--- src/rtl/centroid_pkg.sv ---
// centroid_pkg: shared widths, tracker FSM states and overlay colour
package centroid_pkg;
  localparam int COORD_W = 10;
  localparam int PIX_W = 8;
  localparam int CNT_W = 19;
  localparam int SUM_W = 29;
  typedef enum logic [1:0] {ACCUM, DIV_X, DIV_Y, PUBLISH} state_t;
  localparam logic [3*PIX_W-1:0] OVERLAY_RGB = {PIX_W'(0), {PIX_W{1'b1}}, PIX_W'(0)};
endpackage

--- src/rtl/seq_divider.sv ---
// seq_divider: unsigned restoring divider, one quotient bit per cycle, done pulses after DVD_W cycles
module seq_divider
  import centroid_pkg::*;
#(
  parameter int DVD_W = SUM_W,
  parameter int DVS_W = CNT_W
) (
  input  logic             clk,
  input  logic             reset,
  input  logic             start,
  input  logic [DVD_W-1:0] dividend,
  input  logic [DVS_W-1:0] divisor,
  output logic [DVD_W-1:0] quotient,
  output logic             done
);
  localparam int CW = $clog2(DVD_W + 1);
  logic [DVS_W-1:0] rem, div_r, cur_rem, cur_div, rem_n;
  logic [DVD_W-1:0] cur_q;
  logic [DVS_W:0] shifted;
  logic [CW-1:0] cnt;
  logic ge, step;
  always_comb begin
    cur_rem = start ? '0 : rem;
    cur_q = start ? dividend : quotient;
    cur_div = start ? divisor : div_r;
    shifted = {cur_rem, cur_q[DVD_W-1]};
    ge = shifted >= {1'b0, cur_div};
    rem_n = ge ? DVS_W'(shifted - {1'b0, cur_div}) : DVS_W'(shifted);
    step = start | (cnt != '0 && cnt != CW'(DVD_W));
  end
  assign done = cnt == CW'(DVD_W);
  always_ff @(posedge clk) begin
    if (reset) begin
      rem <= '0;
      div_r <= '0;
      quotient <= '0;
      cnt <= '0;
    end else begin
      if (step) begin
        rem <= rem_n;
        quotient <= {cur_q[DVD_W-2:0], ge};
        div_r <= cur_div;
      end
      cnt <= start ? CW'(1) : done ? '0 : step ? cnt + CW'(1) : cnt;
    end
  end
endmodule

--- src/rtl/color_centroid_tracker.sv ---
// color_centroid_tracker: per-frame colour-window centroid/bbox tracker; CENTROID_OVERLAY_EN adds ov_r/ov_g/ov_b overlay outputs
module color_centroid_tracker
  import centroid_pkg::*;
#(
  parameter int MIN_PIXELS = 64
) (
  input  logic               clk,
  input  logic               reset,
  input  logic               pix_valid,
  input  logic               vsync_n,
  input  logic [COORD_W-1:0] row,
  input  logic [COORD_W-1:0] col,
  input  logic [PIX_W-1:0]   pix_r,
  input  logic [PIX_W-1:0]   pix_g,
  input  logic [PIX_W-1:0]   pix_b,
  input  logic [PIX_W-1:0]   r_min,
  input  logic [PIX_W-1:0]   g_max,
  input  logic [PIX_W-1:0]   b_max,
  output logic [COORD_W-1:0] cx,
  output logic [COORD_W-1:0] cy,
  output logic [COORD_W-1:0] bb_x0,
  output logic [COORD_W-1:0] bb_y0,
  output logic [COORD_W-1:0] bb_x1,
  output logic [COORD_W-1:0] bb_y1,
  output logic [CNT_W-1:0]   pix_count,
  output logic               found,
  output logic               result_valid,
  output logic               busy,
  output logic               overrun
`ifdef CENTROID_OVERLAY_EN
  ,
  output logic [PIX_W-1:0]   ov_r,
  output logic [PIX_W-1:0]   ov_g,
  output logic [PIX_W-1:0]   ov_b
`endif
);
  state_t state, state_n;
  logic vs_d, frame_end, match, div_start, div_done, found_n;
  logic [SUM_W-1:0] div_dvd, quotient, a_sx, a_sy, b_sx, b_sy, w_sy;
  logic [CNT_W-1:0] div_dvs, a_cnt, b_cnt, w_cnt;
  logic [COORD_W-1:0] a_x0, a_x1, a_y0, a_y1, b_x0, b_x1, b_y0, b_y1;
  logic [COORD_W-1:0] w_x0, w_x1, w_y0, w_y1, qx;
  assign frame_end = vs_d & ~vsync_n;
  assign match = pix_valid & (pix_r >= r_min) & (pix_g <= g_max) & (pix_b <= b_max);
  assign found_n = w_cnt >= CNT_W'(MIN_PIXELS);
  always_ff @(posedge clk) state <= reset ? ACCUM : state_n;
  always_comb begin
    state_n = (state == ACCUM && frame_end) ? DIV_X :
              (state == DIV_X && div_done) ? DIV_Y :
              (state == DIV_Y && div_done) ? PUBLISH :
              (state == PUBLISH) ? ACCUM : state;
  end
  always_comb begin
    busy = state != ACCUM;
    div_start = (state == ACCUM && frame_end) || (state == DIV_X && div_done);
    div_dvd = state == ACCUM ? a_sx : w_sy;
    div_dvs = state == ACCUM ? a_cnt : w_cnt;
  end
  seq_divider #(.DVD_W(SUM_W), .DVS_W(CNT_W)) u_div (
    .clk(clk),
    .reset(reset),
    .start(div_start),
    .dividend(div_dvd),
    .divisor(div_dvs),
    .quotient(quotient),
    .done(div_done)
  );
  // a frame end restarts the accumulators, so a match in that same cycle opens the new frame
  always_comb begin
    b_cnt = frame_end ? '0 : a_cnt;
    b_sx = frame_end ? '0 : a_sx;
    b_sy = frame_end ? '0 : a_sy;
    b_x0 = frame_end ? '1 : a_x0;
    b_x1 = frame_end ? '0 : a_x1;
    b_y0 = frame_end ? '1 : a_y0;
    b_y1 = frame_end ? '0 : a_y1;
  end
  always_ff @(posedge clk) begin
    if (reset) begin
      a_cnt <= '0;
      a_sx <= '0;
      a_sy <= '0;
      a_x0 <= '1;
      a_x1 <= '0;
      a_y0 <= '1;
      a_y1 <= '0;
    end else begin
      a_cnt <= b_cnt + CNT_W'(match);
      a_sx <= b_sx + (match ? SUM_W'(col) : '0);
      a_sy <= b_sy + (match ? SUM_W'(row) : '0);
      a_x0 <= match && col < b_x0 ? col : b_x0;
      a_x1 <= match && col > b_x1 ? col : b_x1;
      a_y0 <= match && row < b_y0 ? row : b_y0;
      a_y1 <= match && row > b_y1 ? row : b_y1;
    end
  end
  always_ff @(posedge clk) begin
    if (reset) begin
      vs_d <= 1'b0;
      {w_cnt, w_sy, w_x0, w_x1, w_y0, w_y1, qx} <= '0;
      {cx, cy, bb_x0, bb_y0, bb_x1, bb_y1, pix_count} <= '0;
      found <= 1'b0;
      result_valid <= 1'b0;
      overrun <= 1'b0;
    end else begin
      vs_d <= vsync_n;
      result_valid <= state == PUBLISH;
      if (frame_end && busy) overrun <= 1'b1;
      if (state == ACCUM && frame_end) begin
        w_cnt <= a_cnt;
        w_sy <= a_sy;
        {w_x0, w_x1, w_y0, w_y1} <= {a_x0, a_x1, a_y0, a_y1};
      end
      if (state == DIV_X && div_done) qx <= COORD_W'(quotient);
      if (state == PUBLISH) begin
        pix_count <= w_cnt;
        found <= found_n;
        if (found_n) begin
          cx <= qx;
          cy <= COORD_W'(quotient);
          {bb_x0, bb_x1, bb_y0, bb_y1} <= {w_x0, w_x1, w_y0, w_y1};
        end
      end
    end
  end
`ifdef CENTROID_OVERLAY_EN
  logic in_x, in_y, hit;
  always_comb begin
    in_x = col >= bb_x0 && col <= bb_x1;
    in_y = row >= bb_y0 && row <= bb_y1;
    hit = found && (col == cx || row == cy || ((col == bb_x0 || col == bb_x1) && in_y) ||
                    ((row == bb_y0 || row == bb_y1) && in_x));
  end
  always_ff @(posedge clk) begin
    if (reset) {ov_r, ov_g, ov_b} <= '0;
    else {ov_r, ov_g, ov_b} <= hit ? OVERLAY_RGB : {pix_r, pix_g, pix_b};
  end
`endif
endmodule

--- config.mk ---
export PLATFORM = sky130hd
export DESIGN_NAME = color_centroid_tracker
export DESIGN_NICKNAME = d
export VERILOG_FILES = /design/src/rtl/centroid_pkg.sv /design/src/rtl/seq_divider.sv /design/src/rtl/color_centroid_tracker.sv
export SDC_FILE = /design/constraint.sdc
export NUM_CORES = 1
export LEC_CHECK = 0
export CORE_MARGIN = 4
export CORE_UTILIZATION = 58
export CTS_CLUSTER_DIAMETER = 200
export DETAILED_ROUTE_END_ITERATION = 10
export GPL_ROUTABILITY_DRIVEN = 0
export PLACE_DENSITY = 0.88
export SYNTH_ARGS = -nofsm -noshare
export SYNTH_HDL_FRONTEND = slang
export SYNTH_SLANG_ARGS = --single-unit
--- constraint.sdc ---
create_clock -name clk -period 4.79 [get_ports clk]
set_input_delay 0.7185 -clock clk [delete_from_list [all_inputs] [get_ports clk]]
set_output_delay 0.7185 -clock clk [all_outputs]
set_load 0.05 [all_outputs]
==> flow_summary.toml <==
[place]
io_port_bufs = 154
dp_slack_ps = -21.3
dpl.cell_count = 2686
dp_hpwl_um = 31400

[yosys]
yosys_warn_count = 0
proportion_of_register_bits_with_asynchronous_set_or_reset_after_synthesis_pct = 0
synthDominantAreaCellType = "sky130_fd_sc_hd__dfxtp_1"
syn_area_per_cell_um2 = 8.10
synth_top_cells_by_count = "479 x sky130_fd_sc_hd__nand2_1, 372 x sky130_fd_sc_hd__dfxtp_1, 266 x sky130_fd_sc_hd__a21oi_1"
yosys.cell_types.count = 64
synth_cells = 2234
synth_enable_flop_cells = 0
post_syn_area_um2 = 18100
synth_flop_cell = "sky130_fd_sc_hd__dfxtp_1"
netlist_top_cells_area = "sky130_fd_sc_hd__dfxtp_1 41%, sky130_fd_sc_hd__nand2_1 9.9%, sky130_fd_sc_hd__a21oi_1 7.4%"
syn_nets = 2415
synthDominantCellAreaShare_pct = 41.1
synthMostInstantiatedCell = "sky130_fd_sc_hd__nand2_1"
ys_seq_elements = 372
synth_sequential_area_ratio_pct = 41.1

[detailed_routing]
vias = 16291
detail_route.iter0.violations = 1271
route.detailed.vias_per_inst = 5.93
antenna_left = 0
route.detailed.drc = 0
route.final.wire_length_um = 45800
first_pass_iters = 6
drt-wirelength-per-cell_um = 16.7

[power_and_ir_drop]
switchingPower_mw = 2.69
comb_power_share_pct = 28.3
cellPowerDensity_nw_per_um2 = 406
cellInternalPower_mw = 5.90
peakVddDrop_v = 0.000403
power_frac_seq_pct = 38.9
leakage_nw = 8.03
switching_share_pct = 31.3
share_clk_of_total_power_pct = 32.8

[floorplan]
die_w_um = 185
placeableCoreArea_um2 = 30700
die-area_um2 = 34100
initial_utilization_pct = 59.0
die_h_um = 185
ioPinCount = 155
row_count = 64

[run_status]
run_status = "finished clean"

[timing]
tightest_slew_ps = 1210
clock.fmax_mhz = 231
final_period_minus_worst_setup_slack_ps = 4330
rsz0062_at_grt = "no"
max_slew_margin_pct = 19.1
fin_skew_ps = 29.6
layout_setup_ws_ps = 464
final-hold-violation-count = 0
drv_slew = 0
timing.final.crit_share_pct = 90.3
setup_viol = 0

[worst_setup_path]
critical_path_class = "primary input to register"
crit_path_max_fanout = 20
timing.critical_path.to_type = "register"
startpoint_type_of_the_worst_setup_path = "primary input"
arrival_ps = 4710
critical_path_required_ps = 5170

[grt]
gr-total-overflow = 0
grt_usage_pct = 26.2
grt_pass1_wl_um = 76100
antenna_violations_before_repair = 0
grt_max_degree = 150
first_global_vias = 15910

[clock_network]
cts_buffers = 36
cts.sink_count = 372
postCtsResizedCells = 0
post-cts-setup-buffer-count = 0
worst_skew_pair.late_latency_ps = 530
hold_buffers = 0
worst_setup_hold_path_clk_slew_ps = 60
tritoncts = "built"
htreeDepth = 2
cts_max_path_buffers = 3
clockRootBuffer = "sky130_fd_sc_hd__clkbuf_16"

[final_layout]
num-nets-final = 2509
fillerInstances = 2229
layoutNonFillerInstCount = 2748
multi_input_area_um2 = 10000
final_layout_size_suffix_gt1_share_pct = 4.80
regArea_um2 = 7450
area_growth_from_synthesis_to_layout_pct = 16.7
antennaDiodeCount = 0

[min_path]
hold_class = "register to register"

[job]
count_of_maximum_capacitance_violations = 0
power groups by stage:
stage | combinational, mW | clock, mW | sequential, mW
2_1_floorplan | 1.86 | 0 | 3.37
3_3_place_gp | 2.28 | 0 | 3.40
3_5_place_dp | 2.37 | 0 | 3.40
4_1_cts | 2.40 | 2.83 | 3.34
5_1_grt | 2.68 | 2.96 | 3.35
6_report | 2.43 | 2.82 | 3.34
cell usage in the layout, fill, tap and decap left out, types with 32 or more instances in the layout:
cell                              netlist  final
sky130_fd_sc_hd__xor2_1                39     39
sky130_fd_sc_hd__dfxtp_1              372    372
sky130_fd_sc_hd__clkdlybuf4s50_1        0    153
sky130_fd_sc_hd__nand3_1               33     33
sky130_fd_sc_hd__a21oi_1              266    266
sky130_fd_sc_hd__xnor2_1               39     39
sky130_fd_sc_hd__inv_1                 45     45
sky130_fd_sc_hd__buf_4                  5     33
sky130_fd_sc_hd__a211oi_1              67     67
sky130_fd_sc_hd__clkbuf_16              0     38
sky130_fd_sc_hd__and2_1                75     74
sky130_fd_sc_hd__mux2i_1               85     85
sky130_fd_sc_hd__nor2_1               197    194
sky130_fd_sc_hd__nand2_1              479    477
sky130_fd_sc_hd__o21ai_0               32     32
sky130_fd_sc_hd__ha_1                 106    106
sequential cells by signal, indices dropped and copies added, names as in the netlist, 19 cells and up:
register and cells:
pix_count 19, u_div.quotient 29, u_div.div_r 19, a_sx 29, u_div.rem 19, a_cnt 19
w_cnt 19, a_sy 29, w_sy 29
per-stage QoR:
| stage | power (mW) | hold WS [ps] | setup TNS, ps | area [um^2] | utilization (%) |
|---|---|---|---|---|---|
| after floorplan | 5.23 | 427 | 0 | 18100 | - |
| after global placement | 5.68 | 437 | 0 | 20000 | 65.1 |
| after detailed placement | 5.78 | 445 | -21.3 | 20000 | 65.1 |
| after CTS | 8.57 | 452 | 0 | 21100 | 68.9 |
| after global routing | 8.99 | 468 | 0 | 21100 | 68.9 |
| final | 8.59 | 448 | 0 | 21100 | 68.9 |
path summary, 6_finish.rpt:
path                                             from  slack (ps)                        end  depth (start not counted)
worst max-delay path                         pix_r[0]         460        a_sy[21]$_SDFF_PP0_                         18
worst min-delay path            w_sy[17]$_SDFFE_PP0P_         450      w_sy[17]$_SDFFE_PP0P_                          2
worst max register to register  state[1]$_SDFFE_PP0P_         620  u_div.rem[3]$_SDFFE_PP0P_                         13
worst min register to register  w_sy[17]$_SDFFE_PP0P_         450      w_sy[17]$_SDFFE_PP0P_                          2
logic make-up (layout without fill, tap and decap cells):
kind of cell	after synthesis	after routing	share of synthesized area [%]
muxes	88	88	4.89
and+or+nand+nor	935	935	22.9
buffers and inverters	179	297	3.96
DFF	372	372	41.1
adders and majority gates	109	109	7.66
xor gates and xnor gates	78	78	3.77
AOI/OAI and AO/OA	473	473	15.7
worst max-delay path: stages:
cell                              delay [ps]
sky130_fd_sc_hd__clkdlybuf4s50_1         460
sky130_fd_sc_hd__inv_1                    40
sky130_fd_sc_hd__ha_1                    280
sky130_fd_sc_hd__nand2b_1                140
sky130_fd_sc_hd__a21o_1                  180
sky130_fd_sc_hd__a211o_1                 290
sky130_fd_sc_hd__o2111ai_1               130
sky130_fd_sc_hd__a31oi_1                 130
sky130_fd_sc_hd__buf_4                   210
sky130_fd_sc_hd__and3_1                  230
sky130_fd_sc_hd__ha_1                    290
sky130_fd_sc_hd__a21o_1                  150
sky130_fd_sc_hd__a21o_1                  210
sky130_fd_sc_hd__a2111oi_2               410
sky130_fd_sc_hd__o21ai_1                 170
sky130_fd_sc_hd__a21oi_1                 400
sky130_fd_sc_hd__or4_1                   200
sky130_fd_sc_hd__a21oi_1                  60
routing by layer:
layer	GRT usage [%]	vias up	part of all wire (%)
li1	-	7817	-
met1	33.4	7727	42
met2	45.4	638	48
met3	3.87	109	7.3
met4	9.25	0	2.7
met5	0	-	0
layout make-up:
cell class,count,area share (%)
inverters,45,0.800
flip-flops and latches,372,35.3
repair buffers,190,8.78
clock inverters,7,0.367
well taps,396,2.35
multi-input cells,1683,47.3
clock buffers,55,5.13
Power figures use the tool's default switching activity.
